**config.mk**
```make
export PLATFORM = sky130hd
export DESIGN_NAME = adc_sampler_ctrl
export DESIGN_NICKNAME = d
export VERILOG_FILES = /design/src/rtl/adc_ctrl_pkg.sv /design/src/rtl/adc_period_timer.sv /design/src/rtl/adc_sampler_ctrl.sv
export SDC_FILE = /design/constraint.sdc
export NUM_CORES = 1
export LEC_CHECK = 0
export ABC_AREA = 1
export BUFFER_PORTS_ARGS = -buffer_cell sky130_fd_sc_hd__buf_2
export CAP_MARGIN = 40
export CORE_ASPECT_RATIO = 1.2
export CORE_MARGIN = 5
export CORE_UTILIZATION = 30
export CTS_BUF_LIST = sky130_fd_sc_hd__clkbuf_2 sky130_fd_sc_hd__clkbuf_4 sky130_fd_sc_hd__clkbuf_8
export DETAILED_ROUTE_END_ITERATION = 6
export MAX_ROUTING_LAYER = met4
export PLACE_DENSITY = 0.49
export SLEW_MARGIN = 20
export SYNTH_ARGS = -nofsm -noshare
export SYNTH_HDL_FRONTEND = slang
export SYNTH_HIERARCHICAL = 1
export SYNTH_SLANG_ARGS = --single-unit
```
**constraint.sdc**
```tcl
create_clock -name CLK50MHZ -period 3 [get_ports CLK50MHZ]
set_clock_uncertainty 0.2 [all_clocks]
set_input_delay 0.9 -clock CLK50MHZ [delete_from_list [all_inputs] [get_ports CLK50MHZ]]
set_output_delay 0.9 -clock CLK50MHZ [all_outputs]
set_load 0.02 [all_outputs]
```
**src/rtl/adc_ctrl_pkg.sv**
```systemverilog
// Shared definitions for the ADC sampler controller: FSM encoding, LED source
// select codes, reset constants and the LED byte mux.
package adc_ctrl_pkg;

  typedef enum logic [2:0] {
    ST_START    = 3'd0,
    ST_AMP_SEND = 3'd1,
    ST_AMP_WAIT = 3'd2,
    ST_RUN      = 3'd3,
    ST_FAULT    = 3'd4
  } state_t;

  localparam logic [2:0] SEL_A_LO   = 3'd0;
  localparam logic [2:0] SEL_A_HI   = 3'd1;
  localparam logic [2:0] SEL_B_LO   = 3'd2;
  localparam logic [2:0] SEL_B_HI   = 3'd3;
  localparam logic [2:0] SEL_AMP_RX = 3'd4;
  localparam logic [2:0] SEL_STATUS = 3'd5;

  localparam logic [7:0] RST_LED    = 8'hAA;
  localparam logic [7:0] DFLT_LED   = 8'h55;
  localparam logic [3:0] RST_GAIN_A = 4'b0001;
  localparam logic [3:0] RST_GAIN_B = 4'b0010;

  function automatic logic [7:0] led_byte(
    input logic [2:0]  sel,
    input logic [13:0] smp_a,
    input logic [13:0] smp_b,
    input logic [7:0]  rx,
    input logic        err,
    input logic [2:0]  st
  );
    logic [7:0] res;
    res = DFLT_LED;
    case (sel)
      SEL_A_LO:   res = smp_a[7:0];
      SEL_A_HI:   res = {2'b00, smp_a[13:8]};
      SEL_B_LO:   res = smp_b[7:0];
      SEL_B_HI:   res = {2'b00, smp_b[13:8]};
      SEL_AMP_RX: res = rx;
      SEL_STATUS: res = {err, 4'b0000, st};
      default:    res = DFLT_LED;
    endcase
    return res;
  endfunction

endpackage

```
**src/rtl/adc_period_timer.sv**
```systemverilog
// Conversion trigger timer: pulses trig once every max(max,2) enabled cycles.
// The interval length is reloaded only while cleared and at each wrap.
module adc_period_timer #(
  parameter int W = 32
) (
  input  logic         clk,
  input  logic         rst,
  input  logic         en,
  input  logic [W-1:0] max,
  output logic         trig
);

  logic [W-1:0] cnt;
  logic [W-1:0] lim;
  logic [W-1:0] max_clamped;

  assign max_clamped = (max < W'(2)) ? W'(2) : max;

  // A period change is only picked up here at the wrap, so a running interval always completes
  always_ff @(posedge clk) begin
    if (rst) begin
      cnt  <= '0;
      lim  <= max_clamped;
      trig <= 1'b0;
    end else if (en) begin
      if (cnt == lim - W'(1)) begin
        cnt  <= '0;
        lim  <= max_clamped;
        trig <= 1'b1;
      end else begin
        cnt  <= cnt + W'(1);
        trig <= 1'b0;
      end
    end
  end

endmodule

```
**src/rtl/adc_sampler_ctrl.sv**
```systemverilog
// ADC sampler controller: programs the preamp, then triggers and captures ADC
// conversions. Define ADC_AVG_EN to average 2^AVG_LOG2 conversions per sample.
module adc_sampler_ctrl
  import adc_ctrl_pkg::*;
#(
  parameter int PW       = 32,
  parameter int AMP_TO   = 1024,
  parameter int AVG_LOG2 = 2
) (
  input  logic          CLK50MHZ,
  input  logic          RST,
  input  logic [PW-1:0] period,
  input  logic [3:0]    gain_a,
  input  logic [3:0]    gain_b,
  input  logic          gain_upd,
  output logic          amp_trig,
  output logic [3:0]    amp_a,
  output logic [3:0]    amp_b,
  input  logic          amp_done,
  input  logic [7:0]    amp_rx,
  output logic          adc_trig,
  input  logic          adc_done,
  input  logic [13:0]   adc_a,
  input  logic [13:0]   adc_b,
  input  logic [2:0]    sel,
  output logic [7:0]    led,
  output logic [13:0]   sample_a,
  output logic [13:0]   sample_b,
  output logic          sample_valid,
  output logic          amp_err
);

  localparam int WW = $clog2(AMP_TO + 1);
  localparam logic [WW-1:0] WAIT_LAST = WW'(AMP_TO - 1);

  state_t        state;
  logic [WW-1:0] wait_cnt;
  logic          tmr_clr;
  logic          tmr_en;
  logic          conv_ok;

  // Conversions are accepted only in RUN, even on the cycle gain_upd pulls us out of it
  assign conv_ok = adc_done && (state == ST_RUN);
  assign tmr_en  = (state == ST_RUN);
  assign tmr_clr = RST || (state != ST_RUN) || gain_upd;

  always_ff @(posedge CLK50MHZ) begin
    if (RST) begin
      state    <= ST_START;
      amp_a    <= RST_GAIN_A;
      amp_b    <= RST_GAIN_B;
      amp_trig <= 1'b0;
      amp_err  <= 1'b0;
      wait_cnt <= '0;
    end else begin
      amp_trig <= 1'b0;
      case (state)
        ST_START: begin
          amp_a    <= gain_a;
          amp_b    <= gain_b;
          amp_trig <= 1'b1;
          state    <= ST_AMP_SEND;
        end
        ST_AMP_SEND: begin
          wait_cnt <= '0;
          state    <= ST_AMP_WAIT;
        end
        ST_AMP_WAIT: begin
          if (gain_upd) begin
            state <= ST_START;
          end else if (amp_done) begin
            state <= ST_RUN;
          end else if (wait_cnt == WAIT_LAST) begin
            amp_err <= 1'b1;
            state   <= ST_FAULT;
          end else begin
            wait_cnt <= wait_cnt + WW'(1);
          end
        end
        ST_RUN: begin
          if (gain_upd) state <= ST_START;
        end
        ST_FAULT: begin
          if (gain_upd) begin
            amp_err <= 1'b0;
            state   <= ST_START;
          end
        end
        default: state <= ST_START;
      endcase
    end
  end

  adc_period_timer #(
    .W(PW)
  ) u_timer (
    .clk  (CLK50MHZ),
    .rst  (tmr_clr),
    .en   (tmr_en),
    .max  (period),
    .trig (adc_trig)
  );

`ifdef ADC_AVG_EN
  localparam int AW = 14 + AVG_LOG2;
  localparam logic [AVG_LOG2-1:0] AVG_LAST = '1;

  logic signed [AW-1:0] acc_a;
  logic signed [AW-1:0] acc_b;
  logic signed [AW-1:0] sum_a;
  logic signed [AW-1:0] sum_b;
  logic [AVG_LOG2-1:0]  avg_cnt;

  assign sum_a = acc_a + AW'($signed(adc_a));
  assign sum_b = acc_b + AW'($signed(adc_b));

  // Every pass through START restarts the averaging window from empty
  always_ff @(posedge CLK50MHZ) begin
    if (RST || state == ST_START) begin
      acc_a   <= '0;
      acc_b   <= '0;
      avg_cnt <= '0;
    end else if (conv_ok) begin
      if (avg_cnt == AVG_LAST) begin
        acc_a   <= '0;
        acc_b   <= '0;
        avg_cnt <= '0;
      end else begin
        acc_a   <= sum_a;
        acc_b   <= sum_b;
        avg_cnt <= avg_cnt + AVG_LOG2'(1);
      end
    end
  end

  always_ff @(posedge CLK50MHZ) begin
    if (RST) begin
      sample_a     <= '0;
      sample_b     <= '0;
      sample_valid <= 1'b0;
    end else begin
      sample_valid <= conv_ok && (avg_cnt == AVG_LAST);
      if (conv_ok && (avg_cnt == AVG_LAST)) begin
        sample_a <= 14'(sum_a >>> AVG_LOG2);
        sample_b <= 14'(sum_b >>> AVG_LOG2);
      end
    end
  end
`else
  always_ff @(posedge CLK50MHZ) begin
    if (RST) begin
      sample_a     <= '0;
      sample_b     <= '0;
      sample_valid <= 1'b0;
    end else begin
      sample_valid <= conv_ok;
      if (conv_ok) begin
        sample_a <= adc_a;
        sample_b <= adc_b;
      end
    end
  end
`endif

  always_ff @(posedge CLK50MHZ) begin
    if (RST) begin
      led <= RST_LED;
    end else begin
      led <= led_byte(sel, sample_a, sample_b, amp_rx, amp_err, state);
    end
  end

endmodule

```
# Yosys cells after proc, flatten, opt, wreduce, memory -nomap -nowiden
# Cells that the tools add are included.
[op_classes]
addsub = 3
magnitude_cmp = 1
eq_ne = 19
muxes = 22
n_reduce_logical = 14
[op_table]
columns = ["op", "count"]
rows = [
  ["$mux 32", 5],
  ["$pmux 8 s6", 1],
  ["$mux 11", 3],
  ["$add 32x1->32 const B", 1],
  ["$eq 32x32->1", 1],
  ["$lt 32x2->1 const B", 1],
  ["$sub 32x1->32 const B", 1],
  ["$pmux 11 s2", 1],
  ["$eq 3x2->1 const B", 4],
  ["$mux 3", 4],
  ["$pmux 3 s4", 1],
  ["$add 11x1->11 const B", 1],
  ["$eq 11x10->1 const B", 1],
  ["$ne 2x2->1 const B", 5],
  ["$eq 3x3->1 const B", 3],
  ["$reduce_bool 2->1", 4],
  ["$eq 3x1->1 const B", 2],
  ["$logic_not 3->1", 2],
  ["$mux 1", 6],
  ["$reduce_and 5->1", 1],
  ["$ne 4x4->1 const B", 1],
  ["$reduce_and 2->1", 2],
  ["$reduce_and 4->1", 1],
  ["$ne 3x2->1 const B", 1],
  ["5 further kinds", 6],
]
[word_totals]
reg_bits = 126
inputBits = 84
word_cells = 72

# Depth between registers and ports, before layout
[logic_depth]
word_depth = 5
ltp_mapped = 16
depth_no_buf = 15

# Modules after synthesis
# Netlist, hierarchy kept.
[by_module_without_submodules]
columns = ["module", "instances", "cells_per_inst", "area_each_um2"]
rows = [
  ["adc_period_timer", 1, 583, 4185.3],
  ["adc_sampler_ctrl", 1, 380, 2725.1],
]

# Worst setup path after synthesis
# No wires, ideal clock.
[synth_timing]
path_type = "reg2reg"
startpoint = "register u_timer.lim[0]"
endpoint = "register u_timer.lim[0], enable pin"
setup_time_ns = 0.330
arrival_time_ns = 2.051
t_required_ns = 2.470
path_slack_ns = 0.419
path_stages_with_launch = 15
path_buffers = 2
synth_period_minus_slack_ns = 2.581
cell_sequence = "edfxtp_1 inv_1 ha_1 nand2_2 nor2_2 buf_6 nand3_2 nor2_1 nand2_1 nand2_1 nand3_1 nor2_1 nand4_2 nand2_4 buf_6"
[synth_between]
elab_chain_len = 4
[synth_lines]
columns = ["element", "line", "text"]
rows = [
  ["from (decl)", "adc_period_timer.sv:14", "logic [W-1:0] lim;"],
  ["from (signal assigned)", "adc_period_timer.sv:23", "lim <= max_clamped;"],
  ["from (signal assigned)", "adc_period_timer.sv:28", "lim <= max_clamped;"],
  ["$sub 32x1->32", "adc_period_timer.sv:26", "if (cnt == lim - W'(1)) begin"],
  ["$eq 32x32->1", "adc_period_timer.sv:26", ""],
  ["$reduce_bool 2->1 (no source line)", "-", ""],
  ["$reduce_and 2->1 (no source line)", "-", ""],
]
# No other way between the ends.
# A chain may end at the register's enable or synchronous reset.

# Worst setup path after layout
[layout_timing]
startpoint = "register u_timer.lim[0]"
endpoint = "register u_timer.lim[30], enable pin"
# The elaborated chain is that of the path after synthesis.

==> results.cfg <==
[clock_network]
clk_path_buf_depth = 2
clkTransAtPathRegs_ns = 0.08
cts_tree = built
root_buffer = clkbuf_8
h-tree-depth = 4
clkSinkCount = 126
clkLatencyLatePin_ns = 0.43
cts_hold_buf = 0
cts_inserted_buffers = 17

[yosys]
synth_top_area_share_pct = 27.2
synth_edf_count = 32
ys_async_sr_fraction_pct = 0
ys_ff_latch = 126
seq_area_frac_synth_pct = 41.1
ys_warn_count = 6
synthFlopType = dfxtp_1
yosys-top-cells-count = nand2_1, nor2_1, inv_1
syn-mean-instance-area_sq_um = 7.18
syn-instance-count = 963
synth_largest_area_cell = dfxtp_1
synth_area_leaders = dfxtp_1, edfxtp_1, nand2_1
synth_fp_nets = 1050
syn_area_sq_mm = 0.00691
yosysMostFrequentCell = nand2_1
synthDistinctLibCells = 42

[floorplanning]
num_rows = 60
fp.coreArea_sq_mm = 0.0226
ios = 132
die_w_um = 149
die_y_um = 176
die_area_sq_mm = 0.0262
start_util_pct = 30.6

[place]
dpl.hpwl_um = 15700
place.gp.congestion = 0.835
dp_slack_ns = 0.0499
portBuffers = 131

[critical_path]
endpoint = u_timer/lim[30]
crit_type = flop to flop
endpoint_kind = flop
worst-path-max-fanout = 34
cp-start-kind = flop
startpoint = u_timer/lim[0]
arrival_ns = 2.75
crit-reg2reg-launch = u_timer/lim[0]
reg2reg_depth = 12
regToRegEndpoint = u_timer/lim[30]
cp_data_required_time_ns = 2.93
rrSetupSlack_ns = 0.18

[timing]
maxSlewHeadroom_pct = 59.4
fin_ws_ns = 0.180
worst_slew_pin_slew_ns = 0.604
slew_violations = 0
fin_crit_ns = 2.82
hold_viol_final = 0
fin_crit_sh_pct = 94.0
clock.fmax_ghz = 0.355
setup_viol = 0

[power]
p_clk_share_pct = 40.1
p_sw_share_pct = 26.3
p_leak_nw = 3.47
p_int_w = 0.00288
finalPower_w = 0.00390
cellPowerDensity_mw_per_mm2 = 471
combinationalPowerShare_pct = 11.9
seq_power_share_pct = 48.0
peakVddDrop_mv = 0.223
switchingPower_w = 0.00103

[routing]
via_per_inst = 4.49
wl_per_cell_um = 14.0
vias = 6315
drt-initial-drc-count = 294
wirelength_um = 19700
post-route-drc-count = 0
first_pass_iters = 5
drtAntennaViolNets = 0

[worst_hold_path]
hp-class = flop to flop

[grt]
grt_pass1_vias = 6218
grt_pass1_wl_um = 31600
grt_usage_pct = 15.6
grt-ovfl-total = 0
grt_max_degree = 51
antenna_found_initial = 2

[cells_and_area]
fin_nets = 1170
nFillCells = 2437
area_growth_pct = 19.9
drive_gt1_share_pct = 20.7

[status]
status = complete, no violations

[job]
drv_cap = 0
==> metrics by stage <==
step | std cells | util [%] | TNS, ns | area [sq um] | hold slack [ns]
after floorplan | 963 | - | 0 | 6910 | 0.277
final | 1407 | 36.7 | 0 | 8290 | 0.262
after global routing | 1407 | 36.7 | -0.00327 | 8290 | 0.286
after CTS | 1399 | 36.4 | 0 | 8230 | 0.264
after global placement | 1368 | 34.6 | 0 | 7810 | 0.247
after detailed placement | 1368 | 34.6 | 0 | 7810 | 0.252
==> critical path: stages, from the launching register on <==
cell and delay [ns]:
edfxtp_1 0.42, inv_1 0.09, buf_4 0.12, nand2_1 0.17
nor2_4 0.26, buf_4 0.15, xnor3_1 0.20, nor2_1 0.12
nand2_1 0.06, nor2_1 0.19, nand4_2 0.19, nand2_4 0.13
buf_12 0.19
==> routing by layer <==
layer,GRT usage [%],vias up,routed length [um]
li1,-,3293,-
met1,17.9,2832,8330
met2,26.6,166,9950
met3,4.24,24,1020
met4,5.04,0,423
met5,-,-,0
==> cells by family after synthesis <==
group	after synthesis	share of synthesized area (%)
buf+inv	170	10.3
compound gates	128	10.0
simple gates	486	31.4
xor+xnor	50	6.54
fa+ha+maj	3	0.543
flops	126	41.1
==> how the worst min path moves through the flow <==
| stage | slack [ns] | to | startpoint | depth (start not counted) |
|---|---|---|---|---|
| global placement | 0.25 | sample_a[4] | sample_a[4] | 2 |
| global route | 0.29 | sample_a[6] | sample_a[6] | 2 |
| CTS | 0.26 | sample_a[10] | sample_a[10] | 2 |
| finish | 0.26 | sample_a[10] | sample_a[10] | 2 |
| floorplan | 0.28 | state[0] | state[0] | 2 |
| detailed placement | 0.25 | sample_a[10] | sample_a[10] | 2 |
==> registers in the layout, summed over array words and instances (netlist names) <==
signal / cells
led: 8
sample_b: 14
sample_a: 14
amp_b: 4
amp_a: 4
wait_cnt: 11
u_timer/cnt: 32
amp_trig: 1
amp_err: 1
u_timer/lim: 32
sample_valid: 1
u_timer/trig: 1
state: 3
==> placed cells by master (no fill, tap or decap), drive strengths merged, types with 13 or more instances in the layout <==
master | Yosys | final
inv | 118 | 121
a21oi | 46 | 46
edfxtp | 32 | 32
nand4 | 19 | 19
o21ai | 61 | 61
nand3 | 40 | 40
buf | 15 | 149
nand2 | 221 | 221
nor3 | 13 | 13
xor2 | 31 | 31
nor2 | 171 | 173
dfxtp | 94 | 94
clkbuf | 35 | 21
xnor2 | 18 | 18
==> power by group through the flow <==
stage	clock network, W	logic, W	registers, W
6_report	0.00156	0.000465	0.00187
5_1_grt	0.00169	0.000523	0.00188
4_1_cts	0.00161	0.000469	0.00187
3_5_place_dp	0	0.000467	0.00191
3_3_place_gp	0	0.000469	0.00191
2_1_floorplan	0	0.000262	0.00195
==> area by class of cell <==
| type | instances | area [sq um] | area share [%] |
|---|---|---|---|
| clock buffer | 21 | 283 | 3.41 |
| clock inverter | 10 | 134 | 1.62 |
| tap | 310 | 388 | 4.68 |
| sequential | 126 | 2840 | 34.3 |
| multi-input combinational | 669 | 3380 | 40.8 |
| timing repair buffer | 149 | 807 | 9.74 |
| antenna | 2 | 5.00 | 0.0604 |
| inverter | 120 | 450 | 5.43 |
==> repair_timing <==
item | CTS | global route
gates resized for setup | 0 | 4
buffers inserted | 0 | 4
setup endpoints to repair | 0 | 63
Note: power is estimated with default switching activity, not from simulation.
